## config.mk

```make
export PLATFORM = sky130hd
export DESIGN_NAME = dmem_port_arbiter_flat
export DESIGN_NICKNAME = d
export VERILOG_FILES = /design/src/rtl/dmem_port_arbiter_if.sv /design/src/rtl/dmem_port_arbiter.sv /design/src/flat_wrapper.sv
export SDC_FILE = /design/constraint.sdc
export NUM_CORES = 1
export LEC_CHECK = 0
export CORE_AREA = 3 3 123 125
export CTS_CLUSTER_SIZE = 30
export DETAILED_ROUTE_END_ITERATION = 12
export DIE_AREA = 0 0 126 128
export GPL_TIMING_DRIVEN = 0
export HOLD_SLACK_MARGIN = 0.05
export MAX_ROUTING_LAYER = met4
export PLACE_DENSITY = 0.75
export SETUP_SLACK_MARGIN = 0.4
export SLEW_MARGIN = 40
export SYNTH_ARGS = -nofsm -noshare
export SYNTH_HDL_FRONTEND = slang
export SYNTH_SLANG_ARGS = --single-unit
export TNS_END_PERCENT = 1
```

## constraint.sdc

```tcl
create_clock -name clk -period 1.6 [get_ports clk]
set_clock_uncertainty 0.2 [all_clocks]
set_input_delay 0.32 -clock clk [delete_from_list [all_inputs] [get_ports clk]]
set_output_delay 0.32 -clock clk [all_outputs]
set_load 0.005 [all_outputs]
```

## src/rtl/dmem_port_arbiter_if.sv

```systemverilog
// Data-memory port bundle shared by the CPU MEM stage, the secondary bus
// master (bootloader / DMA) and the dmem macro.
//   slave  : arbiter view (takes both requests, drives dmem)
//   master : environment view (requesters plus the memory itself)
interface dmem_port_arbiter_if #(
    parameter int ADDR_W = 14,
    parameter int DATA_W = 32
);
    // CPU side
    logic              cpu_req;
    logic [3:0]        cpu_we;
    logic [ADDR_W-1:0] cpu_addr;
    logic [DATA_W-1:0] cpu_din;
    logic              cpu_stall;
    logic              cpu_rvalid;
    logic [DATA_W-1:0] cpu_dout;

    // Secondary master side
    logic              sec_req;
    logic [3:0]        sec_we;
    logic [ADDR_W-1:0] sec_addr;
    logic [DATA_W-1:0] sec_din;
    logic              sec_gnt;
    logic              sec_rvalid;
    logic [DATA_W-1:0] sec_dout;

    // dmem side
    logic              mem_en;
    logic [3:0]        mem_we;
    logic [ADDR_W-1:0] mem_addr;
    logic [DATA_W-1:0] mem_din;
    logic [DATA_W-1:0] mem_dout;

    modport slave (
        input  cpu_req, cpu_we, cpu_addr, cpu_din,
        output cpu_stall, cpu_rvalid, cpu_dout,
        input  sec_req, sec_we, sec_addr, sec_din,
        output sec_gnt, sec_rvalid, sec_dout,
        output mem_en, mem_we, mem_addr, mem_din,
        input  mem_dout
    );

    modport master (
        output cpu_req, cpu_we, cpu_addr, cpu_din,
        input  cpu_stall, cpu_rvalid, cpu_dout,
        output sec_req, sec_we, sec_addr, sec_din,
        input  sec_gnt, sec_rvalid, sec_dout,
        input  mem_en, mem_we, mem_addr, mem_din,
        output mem_dout
    );
endinterface

```

## src/rtl/dmem_port_arbiter.sv

```systemverilog
// Single data-memory port arbiter: CPU has default priority, the secondary
// master gets a forced one-cycle grant after MAX_WAIT consecutive denials.
// Grants are combinational; read data comes back one cycle later, tagged to
// the requester that issued the read.
// Optional statistics counters are built only when ARB_STATS_EN is defined;
// otherwise stat_* outputs are tied to zero.
module dmem_port_arbiter #(
    parameter int ADDR_W   = 14,
    parameter int DATA_W   = 32,
    parameter int MAX_WAIT = 8
) (
    input  logic                clk,
    input  logic                rst,
    dmem_port_arbiter_if.slave  bus,
    output logic [31:0]         stat_sec_grants,
    output logic [31:0]         stat_cpu_stalls
);
    // Last value wait_cnt may reach; hitting it on a denied cycle forces
    // the next cycle to the secondary master.
    localparam logic [7:0] WAIT_LAST = 8'(MAX_WAIT - 1);

    typedef enum logic {
        CPU_PRI   = 1'b0,
        SEC_FORCE = 1'b1
    } state_t;

    state_t            state, state_nx;
    logic [7:0]        wait_cnt;
    logic              cpu_gnt;
    logic              sec_gnt;
    logic              cpu_stall;
    logic              force_entry;

    // rd_owner: which requester owns the data returning from dmem next cycle
    logic              rd_cpu;
    logic              rd_sec;
    logic [DATA_W-1:0] cpu_hold;
    logic [DATA_W-1:0] sec_hold;
    logic [ADDR_W-1:0] sel_addr;
    logic [DATA_W-1:0] sel_din;
    logic [3:0]        sel_we;

    // Arbitration state register
    always_ff @(posedge clk) begin
        if (rst) state <= CPU_PRI;
        else     state <= state_nx;
    end

    // Grant decision and next state
    always_comb begin
        cpu_gnt   = 1'b0;
        sec_gnt   = 1'b0;
        cpu_stall = 1'b0;
        state_nx  = state;
        case (state)
            CPU_PRI: begin
                cpu_gnt = bus.cpu_req;
                sec_gnt = bus.sec_req & ~bus.cpu_req;
                if (bus.sec_req && !sec_gnt && (wait_cnt == WAIT_LAST))
                    state_nx = SEC_FORCE;
            end
            SEC_FORCE: begin
                // Forced slot: CPU is held even if the secondary request
                // has already gone away, and we always hand back next cycle.
                sec_gnt   = bus.sec_req;
                cpu_stall = bus.cpu_req;
                state_nx  = CPU_PRI;
            end
            default: state_nx = CPU_PRI;
        endcase
    end

    assign force_entry = (state == CPU_PRI) && (state_nx == SEC_FORCE);

    // Starvation counter: counts consecutive denied secondary cycles
    always_ff @(posedge clk) begin
        if (rst)
            wait_cnt <= 8'd0;
        else if (sec_gnt || !bus.sec_req || force_entry)
            wait_cnt <= 8'd0;
        else if (wait_cnt != WAIT_LAST)
            wait_cnt <= wait_cnt + 8'd1;
    end

    // Port mux: secondary only when granted, otherwise CPU inputs pass through
    always_comb begin
        sel_addr = bus.cpu_addr;
        sel_din  = bus.cpu_din;
        sel_we   = cpu_gnt ? bus.cpu_we : 4'b0000;
        if (sec_gnt) begin
            sel_addr = bus.sec_addr;
            sel_din  = bus.sec_din;
            sel_we   = bus.sec_we;
        end
    end

    assign bus.mem_en    = cpu_gnt | sec_gnt;
    assign bus.mem_we    = sel_we;
    assign bus.mem_addr  = sel_addr;
    assign bus.mem_din   = sel_din;
    assign bus.cpu_stall = cpu_stall;
    assign bus.sec_gnt   = sec_gnt;

    // Tag granted reads with their owner for the return cycle
    always_ff @(posedge clk) begin
        if (rst) begin
            rd_cpu <= 1'b0;
            rd_sec <= 1'b0;
        end else begin
            rd_cpu <= cpu_gnt & (bus.cpu_we == 4'b0000);
            rd_sec <= sec_gnt & (bus.sec_we == 4'b0000);
        end
    end

    // Capture returned data so each dout holds between its own reads
    always_ff @(posedge clk) begin
        if (rst) begin
            cpu_hold <= '0;
            sec_hold <= '0;
        end else begin
            if (rd_cpu) cpu_hold <= bus.mem_dout;
            if (rd_sec) sec_hold <= bus.mem_dout;
        end
    end

    // A read in flight when rst arrives is dropped, so rvalid is masked too
    assign bus.cpu_rvalid = rd_cpu & ~rst;
    assign bus.sec_rvalid = rd_sec & ~rst;
    assign bus.cpu_dout   = rd_cpu ? bus.mem_dout : cpu_hold;
    assign bus.sec_dout   = rd_sec ? bus.mem_dout : sec_hold;

`ifdef ARB_STATS_EN
    logic [31:0] sec_grant_cnt;
    logic [31:0] cpu_stall_cnt;

    // Wrapping event counters for secondary grants and CPU stall cycles
    always_ff @(posedge clk) begin
        if (rst) begin
            sec_grant_cnt <= 32'd0;
            cpu_stall_cnt <= 32'd0;
        end else begin
            if (sec_gnt)   sec_grant_cnt <= sec_grant_cnt + 32'd1;
            if (cpu_stall) cpu_stall_cnt <= cpu_stall_cnt + 32'd1;
        end
    end

    assign stat_sec_grants = sec_grant_cnt;
    assign stat_cpu_stalls = cpu_stall_cnt;
`else
    assign stat_sec_grants = 32'd0;
    assign stat_cpu_stalls = 32'd0;
`endif

endmodule

```

## src/flat_wrapper.sv

```systemverilog
// flat-port wrapper written by rule: the top's interface ports become plain ports
module dmem_port_arbiter_flat 
#(
    parameter int ADDR_W   = 14,
    parameter int DATA_W   = 32,
    parameter int MAX_WAIT = 8
)
  (clk, rst, stat_sec_grants, stat_cpu_stalls, bus_cpu_req, bus_cpu_we, bus_cpu_addr, bus_cpu_din, bus_cpu_stall, bus_cpu_rvalid, bus_cpu_dout, bus_sec_req, bus_sec_we, bus_sec_addr, bus_sec_din, bus_sec_gnt, bus_sec_rvalid, bus_sec_dout, bus_mem_en, bus_mem_we, bus_mem_addr, bus_mem_din, bus_mem_dout);
  dmem_port_arbiter_if #(.ADDR_W(ADDR_W), .DATA_W(DATA_W)) bus_i ();
  input  logic clk;
  input  logic rst;
  output logic [31:0] stat_sec_grants;
  output logic [31:0] stat_cpu_stalls;
  input wire logic [$bits(bus_i.cpu_req)-1:0] bus_cpu_req;
  input wire logic [$bits(bus_i.cpu_we)-1:0] bus_cpu_we;
  input wire logic [$bits(bus_i.cpu_addr)-1:0] bus_cpu_addr;
  input wire logic [$bits(bus_i.cpu_din)-1:0] bus_cpu_din;
  output wire logic [$bits(bus_i.cpu_stall)-1:0] bus_cpu_stall;
  output wire logic [$bits(bus_i.cpu_rvalid)-1:0] bus_cpu_rvalid;
  output wire logic [$bits(bus_i.cpu_dout)-1:0] bus_cpu_dout;
  input wire logic [$bits(bus_i.sec_req)-1:0] bus_sec_req;
  input wire logic [$bits(bus_i.sec_we)-1:0] bus_sec_we;
  input wire logic [$bits(bus_i.sec_addr)-1:0] bus_sec_addr;
  input wire logic [$bits(bus_i.sec_din)-1:0] bus_sec_din;
  output wire logic [$bits(bus_i.sec_gnt)-1:0] bus_sec_gnt;
  output wire logic [$bits(bus_i.sec_rvalid)-1:0] bus_sec_rvalid;
  output wire logic [$bits(bus_i.sec_dout)-1:0] bus_sec_dout;
  output wire logic [$bits(bus_i.mem_en)-1:0] bus_mem_en;
  output wire logic [$bits(bus_i.mem_we)-1:0] bus_mem_we;
  output wire logic [$bits(bus_i.mem_addr)-1:0] bus_mem_addr;
  output wire logic [$bits(bus_i.mem_din)-1:0] bus_mem_din;
  input wire logic [$bits(bus_i.mem_dout)-1:0] bus_mem_dout;
  assign bus_i.cpu_req = bus_cpu_req;
  assign bus_i.cpu_we = bus_cpu_we;
  assign bus_i.cpu_addr = bus_cpu_addr;
  assign bus_i.cpu_din = bus_cpu_din;
  assign bus_cpu_stall = bus_i.cpu_stall;
  assign bus_cpu_rvalid = bus_i.cpu_rvalid;
  assign bus_cpu_dout = bus_i.cpu_dout;
  assign bus_i.sec_req = bus_sec_req;
  assign bus_i.sec_we = bus_sec_we;
  assign bus_i.sec_addr = bus_sec_addr;
  assign bus_i.sec_din = bus_sec_din;
  assign bus_sec_gnt = bus_i.sec_gnt;
  assign bus_sec_rvalid = bus_i.sec_rvalid;
  assign bus_sec_dout = bus_i.sec_dout;
  assign bus_mem_en = bus_i.mem_en;
  assign bus_mem_we = bus_i.mem_we;
  assign bus_mem_addr = bus_i.mem_addr;
  assign bus_mem_din = bus_i.mem_din;
  assign bus_i.mem_dout = bus_mem_dout;
  dmem_port_arbiter #(.ADDR_W(ADDR_W), .DATA_W(DATA_W), .MAX_WAIT(MAX_WAIT)) u_core (.clk(clk), .rst(rst), .bus(bus_i), .stat_sec_grants(stat_sec_grants), .stat_cpu_stalls(stat_cpu_stalls));
endmodule
```

==> Implementation_results.wiki <==
{| class="wikitable"
! Metric !! Value
|-
| Routability congestion estimate || 0.846
|-
| Net Sw Frac || about 23%
|-
| Overall overflow remaining after global route || 0
|-
| Top cells by area in the synthesized netlist || sky130_fd_sc_hd__dfxtp_1 (36%), sky130_fd_sc_hd__mux2_2 (25%), sky130_fd_sc_hd__buf_4 (12%), sky130_fd_sc_hd__nor2b_1 (10%), sky130_fd_sc_hd__mux2_4 (6.5%)
|-
| Sequential cell area fraction in the yosys report || a little over a third
|-
| Number of rows in the core area || 43
|-
| Input/output buffers || 254
|-
| Via count || 3,914
|-
| Most used flip-flop cell after synthesis || sky130_fd_sc_hd__dfxtp_1
|-
| Register cell area after layout || 1520 um^2
|-
| Clock Sinks || 75
|-
| Combinational family with the most area after synthesis || multiplexers
|-
| Met3 Track Usage GR || under 10%
|-
| CTS tree || yes
|-
| Final count of hold timing violations || 0
|-
| HPWL after detailed placement || about 12 mm
|-
| Post-synth ARST share || 0%
|-
| Vertical die dimension || 128 um
|-
| Fraction of the mapped netlist area in compound gates || under 10%
|-
| Area taken by multi-input logic gates || 2690 um^2
|-
| Count of routing violations after the opening detailed-route iteration || between 100 and 150
|-
| Leakage power || 3.89 nW
|-
| Violated checks || setup timing
|-
| Unrepaired setup endpoints after global routing || true
|-
| Multiplexer fraction of the synthesized cell area || 31.6%
|-
| Worst slew pin tran || 0.699 ns
|-
| Number of buffers created by CTS || 9
|-
| Peak supply drop || 492 uV
|-
| Post-Synthesis Mean Instance Area || 10.6 um^2
|-
| Fraction of the mapped netlist area in adder cells || 0.303%
|-
| Arrival time reported for the critical path endpoint || 1.71 ns
|-
| Post-layout nets || 888
|-
| Netlist area before placement || approximately 4100 um^2
|-
| Clock power share || 40.0%
|-
| Share of cells above drive strength 1 || 52.0%
|-
| Largest fanout on the critical path || 6
|-
| CTS Root Buffer Type || sky130_fd_sc_hd__clkbuf_16
|-
| Vias per inst || 4.18
|-
| Core Footprint || 14,000 um^2
|-
| Number of buffers on the longest clock path || 2
|-
| Max Clock Freq || 0.449 GHz
|-
| Part of the power in registers || a little under two fifths
|-
| Horizontal die dimension || 126 um
|-
| Busiest layer in global routing || met2
|-
| Flip-flop and latch count after synthesis || 75
|-
| Hold-fix buffer count after cts || 0
|-
| Tmin final || between 2 and 2.5 ns
|-
| Xor/xnor cell area share of the yosys netlist || 0.636%
|-
| Power per standard cell area || 618 nW/um^2
|-
| Largest net degree at the start of global routing || 15
|-
| R2R setup slack || 0 ns
|-
| Slew Limit Headroom || 53.4%
|-
| Maximum capacitance violations || 0
|-
| WL per Instance || 17.2 um
|-
| Met1 global-route usage || roughly a quarter
|-
| Area delta synth->final || 101%
|-
| Switching power summed over all nets || 0.00119 W
|-
| Total global-route track usage || 19.1%
|-
| Period utilization || 139%
|-
| Endpoint type of the worst setup path || primary output
|-
| Effective utilization at floorplan || 29.5%
|-
| Fillcell total || approximately 1,100
|-
| Required time of the worst setup path || 1.08 ns
|-
| Most frequent cells after synthesis || sky130_fd_sc_hd__mux2_2 (92), sky130_fd_sc_hd__dfxtp_1 (75), sky130_fd_sc_hd__nor2b_1 (66), sky130_fd_sc_hd__buf_4 (64), sky130_fd_sc_hd__mux2_4 (18)
|-
| Total instance count after detailed placement || 885
|-
| Post-Syn Instances || 388
|-
| Via count of the first global-routing pass || 4,259
|-
| Number of top-level design ports || around 320
|-
| Combinational cell fraction of total power || 23.3%
|-
| M2 GR Usage || 32.4%
|-
| Startpoint type of the worst setup path || flip-flop
|-
| Clock latency at the later pin of the worst-skew pair || 0.32 ns
|-
| Result of the run || finished, violations left
|-
| Post-route worst setup slack || -0.625 ns
|-
| Number of unique standard cell types used by synthesis || 31
|-
| Most common cell in the netlist || sky130_fd_sc_hd__mux2_2
|-
| Antenna violations before repair || 0
|-
| Clock-pin slew reported for the worst setup and hold paths after clock tree synthesis || around 0.060 ns
|-
| Die Outline Area || 16,100 um^2
|-
| Class of the most critical setup path || reg2out
|-
| Global-route wire length before repair || 23.8 mm
|-
| Synthesis warning total || 0
|-
| Antenna viol nets, final || 0
|-
| Count of inserted antenna diode cells || 0
|-
| Final Total Pwr || 0.00513 W
|-
| Simple-gate portion of the synthesized area || 15.4%
|-
| Cell internal power dissipation || 0.00394 W
|-
| DR pass1 iterations || 4
|-
| Final-report setup violation count || 118
|-
| Fin cells || 936
|-
| Max-slew violation count || 0
|-
| Number of flops mapped to enable cells by yosys || 0
|-
| H-tree depth reported by CTS || 3
|-
| Worst Hold Class || in2reg
|-
| Cell taking the most area after synthesis || sky130_fd_sc_hd__dfxtp_1
|-
| Post-route DRC violation count || 0
|-
| Top-area cell type share of the netlist area || roughly 36%
|-
| DRT Wirelength || between 15 and 20 mm
|}
worst max-delay path, stage by stage, from the launching register on:
cell	delay (ns)
sky130_fd_sc_hd__dfxtp_2	0.32
sky130_fd_sc_hd__nand2b_4	0.15
sky130_fd_sc_hd__nand2_8	0.08
sky130_fd_sc_hd__buf_16	0.14
sky130_fd_sc_hd__buf_12	0.13
sky130_fd_sc_hd__buf_8	0.12
sky130_fd_sc_hd__mux2_4	0.30
sky130_fd_sc_hd__buf_6	0.12
per-layer routing:
layer	routed length (um)	share of wire [%]	up-vias
li1	-	-	1901
met1	6820	42	1833
met2	8230	51	167
met3	928	5.8	13
met4	121	0.75	0
met5	0	0	-
sequential cells by signal, summed over array words and instances (netlist names):
register and flops:
u_core.cpu_hold 32, u_core.rd_cpu 1, u_core.rd_sec 1, u_core.sec_hold 32, u_core.state 1, u_core.wait_cnt 8
cell type report:
type / count / share of cell area (%)
flip-flops and latches: 75 / 18.3
repair buffers: 289 / 33.9
clock inverters: 6 / 0.860
inverters: 2 / 0.0905
multi-input cells: 290 / 32.4
plain buffers: 84 / 8.87
well taps: 180 / 2.72
clock buffers: 10 / 2.88
logic make-up (layout without fill, tap and decap cells):
kind of cell / after synthesis / after routing
mux: 110 / 110
simple gates: 105 / 105
flops: 75 / 75
fa+ha+maj: 1 / 1
other cells: 1 / 64
compound gates: 7 / 7
xor+xnor: 3 / 3
buf+inv: 86 / 391
stage by stage:
| stage | TNS [ns] | cell area [um^2] | hold slack, ns | setup slack (ns) | utilization, % |
|---|---|---|---|---|---|
| global placement | -133.12 | 7150 | 0.228 | -1.38 | 51.1 |
| global route | -55.91 | 8290 | 0.198 | -0.689 | 59.3 |
| detailed placement | -135.07 | 7150 | 0.245 | -1.39 | 51.1 |
| CTS | -56.72 | 8360 | 0.182 | -0.640 | 59.8 |
| floorplan | -0.756 | 4380 | 0.197 | -0.0336 | - |
| finish | -49.49 | 8290 | 0.192 | -0.625 | 59.3 |
final timing paths:
| check | start | to | depth (start not counted) |
|---|---|---|---|
| setup / recovery | u_core.state$_SDFF_PP0_ | bus_mem_din[26] | 7 |
| hold / removal | bus_cpu_we[2] | u_core.rd_cpu$_SDFF_PP0_ | 3 |
| setup reg to reg | u_core.rd_cpu$_SDFF_PP0_ | u_core.cpu_hold[7]$_SDFF_PP0_ | 6 |
| hold reg to reg | u_core.wait_cnt[0]$_SDFFE_PP0P_ | u_core.wait_cnt[0]$_SDFFE_PP0P_ | 1 |
layout by cell type (no fill, tap or decap), types with 2 or more instances in the layout:
master	count
sky130_fd_sc_hd__a21oi_1	2
sky130_fd_sc_hd__buf_12	8
sky130_fd_sc_hd__buf_16	7
sky130_fd_sc_hd__buf_2	14
sky130_fd_sc_hd__buf_4	71
sky130_fd_sc_hd__buf_6	75
sky130_fd_sc_hd__buf_8	7
sky130_fd_sc_hd__clkbuf_1	3
sky130_fd_sc_hd__clkbuf_16	9
sky130_fd_sc_hd__clkbuf_2	50
sky130_fd_sc_hd__clkbuf_8	2
sky130_fd_sc_hd__clkdlybuf4s50_1	131
sky130_fd_sc_hd__clkinvlp_4	2
sky130_fd_sc_hd__conb_1	64
sky130_fd_sc_hd__dfxtp_1	67
sky130_fd_sc_hd__dfxtp_2	6
sky130_fd_sc_hd__dfxtp_4	2
sky130_fd_sc_hd__dlygate4sd2_1	4
sky130_fd_sc_hd__inv_1	2
sky130_fd_sc_hd__inv_6	2
sky130_fd_sc_hd__mux2_2	7
sky130_fd_sc_hd__mux2_4	103
sky130_fd_sc_hd__nand2_1	10
sky130_fd_sc_hd__nand3_1	6
sky130_fd_sc_hd__nor2_1	5
sky130_fd_sc_hd__nor2b_1	52
sky130_fd_sc_hd__nor2b_2	11
sky130_fd_sc_hd__nor2b_4	3
sky130_fd_sc_hd__nor3_2	2
sky130_fd_sc_hd__o21ai_0	3
sky130_fd_sc_hd__or3_1	3
sky130_fd_sc_hd__or4_1	2
sky130_fd_sc_hd__xor2_1	2
power by group through the flow:
stage	clock [W]	combinational, W	sequential, W
floorplan	0	0.000400	0.00192
global placement	0	0.00104	0.00192
detailed placement	0	0.00105	0.00192
CTS	0.00211	0.00116	0.00188
global route	0.00221	0.00127	0.00188
finish	0.00205	0.00119	0.00188
what timing repair did:
item | in CTS | in global routing
resized for setup | 575 | 96
buffers inserted | 28 | 0
gates cloned | 7 | 0
setup endpoints to repair | 194 | 194
pin swaps | 12 | 8
Power figures use the tool's default switching activity.
==> variant 1 (config.mk and constraints unchanged) <==
`ADDR_W` is set to 14 in 3 places; all go to 15.
--- a/src/rtl/dmem_port_arbiter_if.sv
+++ b/src/rtl/dmem_port_arbiter_if.sv
@@ -5,3 +5,3 @@
 interface dmem_port_arbiter_if #(
-    parameter int ADDR_W = 14,
+    parameter int ADDR_W = 15,
     parameter int DATA_W = 32
--- a/src/rtl/dmem_port_arbiter.sv
+++ b/src/rtl/dmem_port_arbiter.sv
@@ -7,3 +7,3 @@
 module dmem_port_arbiter #(
-    parameter int ADDR_W   = 14,
+    parameter int ADDR_W   = 15,
     parameter int DATA_W   = 32,
--- a/src/flat_wrapper.sv
+++ b/src/flat_wrapper.sv
@@ -3,3 +3,3 @@
 #(
-    parameter int ADDR_W   = 14,
+    parameter int ADDR_W   = 15,
     parameter int DATA_W   = 32,
Ports: changed (resized bus_cpu_addr, bus_mem_addr and bus_sec_addr); port bits go from 319 to 322. No check against the original RTL was run, so the function may have changed too.
==> variant 1 against the original RTL <==
The flow still finishes with violations (negative setup slack). Sequential cell count unchanged. Count of clock-buffer cells in the layout up 1. Cell area down 1.4%. Synthesized cell count up 0.26%. Die area unchanged. Core utilization down 0.83 points. Setup slack worse by 0.011 ns. Synthesized area down 0.73%. Power down 0.12%. Via count down 0.33%. Wire length up 2.2%. Critical endpoint is now bus_mem_din[24].
==> variant 1: results (changes against the original RTL) <==
| Metric | Value |
|---|---|
| Run status | finished, violations left |
| Failing checks | negative setup slack |
| Met3 Routed Length | 1132 um (+22%) |
| Crit path capture | bus_mem_din[24] |
| Post-synthesis mux area share | 0.3121 (-0.004091) |
| Syn Area/Cell | 10.54 sq um (-0.98%) |
| Initial DRC Count | 121 (-17%) |
| Met1 usage | 0.2077 (-0.02995) |
| R2R Path End | u_core.sec_hold[13] |
| Total power | 5.122 mW (-0.12%) |
| Layout cell share with drive strength beyond 1 | 0.5111 (-0.008701) |
| Post-CTS setup buffers | 32 (+14%) |
| Reg2Reg Depth | 5 (-1) |
| Placer Congestion | 0.7941 (-6.1%) |
| Via count | 3901 (-0.33%) |
| Worst setup margin | -0.6360 ns (-0.01091 ns) |
| M3 GR Usage | 0.05750 (+0.01292) |
| Seq/Total Area, Yosys | 0.3661 (+0.002661) |
| Synth top cells by count | mux2_2, dfxtp_1, nor2b_1, buf_4, buf_2 |
| Overall Global Routing Usage | 0.1965 (+0.005571) |
| Leakage | 3.807 nW (-2.2%) |
| Compound-gate portion of the synthesized area | 0.01190 (+0.00008647) |
| Hold_ws | 0.1847 ns (-0.006953 ns) |
| Worst Tran Pin Value | 0.5364 ns (-0.1622 ns) |
| Setup violators final | 121 (+2.5%) |
| CTS resizes | 505 (-12%) |
| Critical Path Fanout Max | 7 (+1) |
| Clock power share | 0.411 (+0.011) |
| HPWL after DPL | 12630 um (+6.1%) |
| CP peak stage delay | 0.34 ns (+0.02 ns) |
| Post-Synth Adder-Cell Area | 0.003051 (+0.00002217) |
| Initial antenna violation count | 2 (+2) |
| Fin nets | 897 (+1.0%) |
| Met2 routed WL | 8981 um (+9.1%) |
| Routed WL per cell | 17.41 um (+1.2%) |
| Largest cells by area after synthesis | dfxtp_1, mux2_2, buf_4 |
| Met2 usage | 0.3603 (+0.03599) |
| Largest net degree at the start of global routing | 13 (-2) |
-- variant 1: how the worst min path moves through the flow --
stage	end	cells past startpoint	start
after floorplan	u_core.rd_cpu	1	bus_cpu_we[3]
after global placement	u_core.wait_cnt[0]	1	u_core.wait_cnt[0]
after detailed placement	u_core.wait_cnt[0]	1	u_core.wait_cnt[0]
after CTS	u_core.rd_cpu	3	bus_cpu_we[0]
after global routing	u_core.rd_cpu	3	bus_cpu_we[0]
final	u_core.rd_cpu	3	bus_cpu_we[1]
-- variant 1: cell type report --
| cell class | instances | area [sq um] |
|---|---|---|
| fillers | 1179 | 5813 |
| repair buffers | 295 | 2809 |
| multi-input cells | 291 | 2579 |
| flip-flops and latches | 75 | 1521 |
| plain buffers | 84 | 718.2 |
| clock buffers | 11 | 232.7 |
| well taps | 180 | 225.2 |
| clock inverters | 5 | 77.57 |
| inverters | 2 | 7.507 |
| diodes | 2 | 5.005 |
==> variant 2 (same settings) <==
Made on the original files. The option `ARB_STATS_EN` is turned on by a define.
--- a/src/rtl/dmem_port_arbiter.sv
+++ b/src/rtl/dmem_port_arbiter.sv
@@ -6,2 +6,4 @@
 // otherwise stat_* outputs are tied to zero.
+`define ARB_STATS_EN
+
 module dmem_port_arbiter #(
Check against the original RTL: not equivalent (Yosys sat finds a counterexample within 4 cycles, from zero or initial values and one cycle with rst high).
==> variant 2 against the original RTL <==
The run still ends with negative setup slack left. Wire length grew 58%. Setup slack lost 0.16 ns. Highest routed layer unchanged. Register-to-register slack lost 0.60 ns. Power grew 66%. Synthesized cell count grew 69%. Sequential cell count grew 64. Synthesized area grew 56%. Cell area grew 39%. Sequential share of layout area grew 7.3 points.
==> variant 2: results (changes against the original RTL) <==
| Metric | Value |
|---|---|
| Run status | finished, violations left |
| Failing checks | negative setup slack |
| Critical Path Fanout Max | 5 (-1) |
| Reg2reg setup slack | -0.60 ns (-0.60 ns) |
| Clk buf depth | 2 (unchanged) |
| Leakage | 4.828 nW (+24%) |
| Largest net degree at the start of global routing | 17 (+2) |
| Switching power | 1.858 mW (+56%) |
| First-pass GRT wire length | 37340 um (+57%) |
| H-tree levels | 4 (+1) |
| Initial antenna violation count | 5 (+5) |
| Crit path capture | bus_mem_din[24] |
| DR pass1 iterations | 5 (+1) |
| Post-Synth Adder-Cell Area | 0.005839 (+0.002810) |
| Compound-gate portion of the synthesized area | 0.01265 (+0.0008398) |
| Hold Crit Class | reg2reg |
| Post-Place Worst Slack | -1.382 ns (+0.007130 ns) |
| Layout filler cell count | 820 (-28%) |
| CTS Buf Count | 17 (+8) |
| Hold_ws | 0.2397 ns (+0.04801 ns) |
| Clk Latency, worst-skew pair | 0.41 ns (+0.09 ns) |
| Largest cells by area after synthesis | dfxtp_1, mux2_2, nor2b_1 |
| Worst path slowest cell | dfxtp_4 |
| Hold depth | 1 (-2) |
| Worst hold endpoint | u_core.wait_cnt[0] |
| Layout cell share with drive strength beyond 1 | 0.4406 (-0.07921) |
| R2R Path End | u_core.stat_cpu_stalls[31] |
| Post-synthesis mux area share | 0.1960 (-0.1202) |
| Vias per cell | 5.312 (+27%) |
| Yosys warns | 0 (unchanged) |
| Distinct cells, synth | 38 (+23%) |
| Worst setup margin | -0.7805 ns (-0.1554 ns) |
| Placed Cells incl. Taps | 1155 (+31%) |
| CP peak stage delay | 0.36 ns (+0.04 ns) |
| Setup violators final | 218 (+85%) |
| WP data arrival | 1.86 ns (+0.15 ns) |
| Buffers on Ports | 318 (+25%) |
| Post-route setup TNS | -85.42 ns (-35.93 ns) |
| Crit-path leading delay family | buffers and inverters |
| Hold wc startpoint | u_core.wait_cnt[0] |
| Slew margin rel. | 0.5792 (+0.04493) |
| Fraction of registers with async set/reset | 0 (unchanged) |
| Vias in the first global route | 6695 (+57%) |
| VDD IR max | 0.7816 mV (+59%) |
| Routed Wire Length | 25360 um (+58%) |
| Placer Congestion | 0.8896 (+5.2%) |
| Seq/Total Area, Yosys | 0.4329 (+0.06944) |
| XOR/XNOR share of the synthesized area | 0.08311 (+0.07675) |
| Routed WL per cell | 21.07 um (+23%) |
| Fin nets | 1145 (+29%) |
| Syn Inst Count | 657 (+69%) |
| Overall Global Routing Usage | 0.3053 (+0.1144) |
| CTS root buffer | clkbuf_16 |
| Clock transition at path regs | 0.06 ns (about the same) |
| Initial DRC Count | 308 (+110%) |
| Post-synth net total | 796 |
| Synth top cells by count | dfxtp_1, mux2_2, nor2_1, nor2b_1, xor2_1 |
| HPWL after DPL | 18010 um (+51%) |
variant 2: cell families (layout without fill, tap and decap cells):
family / Yosys count / count (layout)
buffers and inverters: 42 / 404
multiplexers: 112 / 112
XOR/XNOR: 61 / 61
AO/OA/AOI/OAI: 13 / 13
AND/OR/NAND/NOR: 287 / 287
adder cells (fa/ha/maj): 3 / 3
other: 0 / 5
flip-flops: 139 / 139
variant 2: per-stage QoR:
step	area, sq um	total power [mW]
2_1_floorplan	6580	3.820
3_3_place_gp	9988	4.476
3_5_place_dp	9988	4.482
4_1_cts	11370	8.468
5_1_grt	11560	8.737
6_report	11560	8.487
variant 2: metal layers:
layer	share of wire	routed length, um	up-vias	GRT usage
li1	-	-	2972	-
met5	0	0	-	-
met1	0.36	9243	3096	0.3241
met2	0.54	13770	264	0.5568
met3	0.054	1377	64	0.05542
met4	0.038	968	0	0.1312
variant 2: power by group through the flow:
| stage | registers (mW) | clock network [mW] | logic [mW] |
|---|---|---|---|
| final | 3.42 | 3.95 | 1.13 |
| after global routing | 3.42 | 4.15 | 1.18 |
| after detailed placement | 3.56 | 0 | 0.924 |
| after floorplan | 3.56 | 0 | 0.264 |
| after CTS | 3.44 | 3.99 | 1.04 |
| after global placement | 3.56 | 0 | 0.919 |
variant 2: layout make-up:
cell class | count | area share
Multi-Input combinational cell | 476 | 0.3472
Sequential cell | 139 | 0.2558
Timing Repair Buffer | 330 | 0.2866
Buffer | 34 | 0.03581
Clock inverter | 11 | 0.01255
Clock buffer | 21 | 0.03895
Antenna cell | 5 | 0.001082
Tap cell | 180 | 0.01947
Inverter | 8 | 0.002597
variant 2: repair_timing:
action                                  in CTS  in global routing
pin swaps                                    8                  5
endpoints found under the setup margin     322                322
hold buffers                                 0                  0
buffers inserted                             6                  0
resized for setup                          951                124
gates cloned                                 6                  0
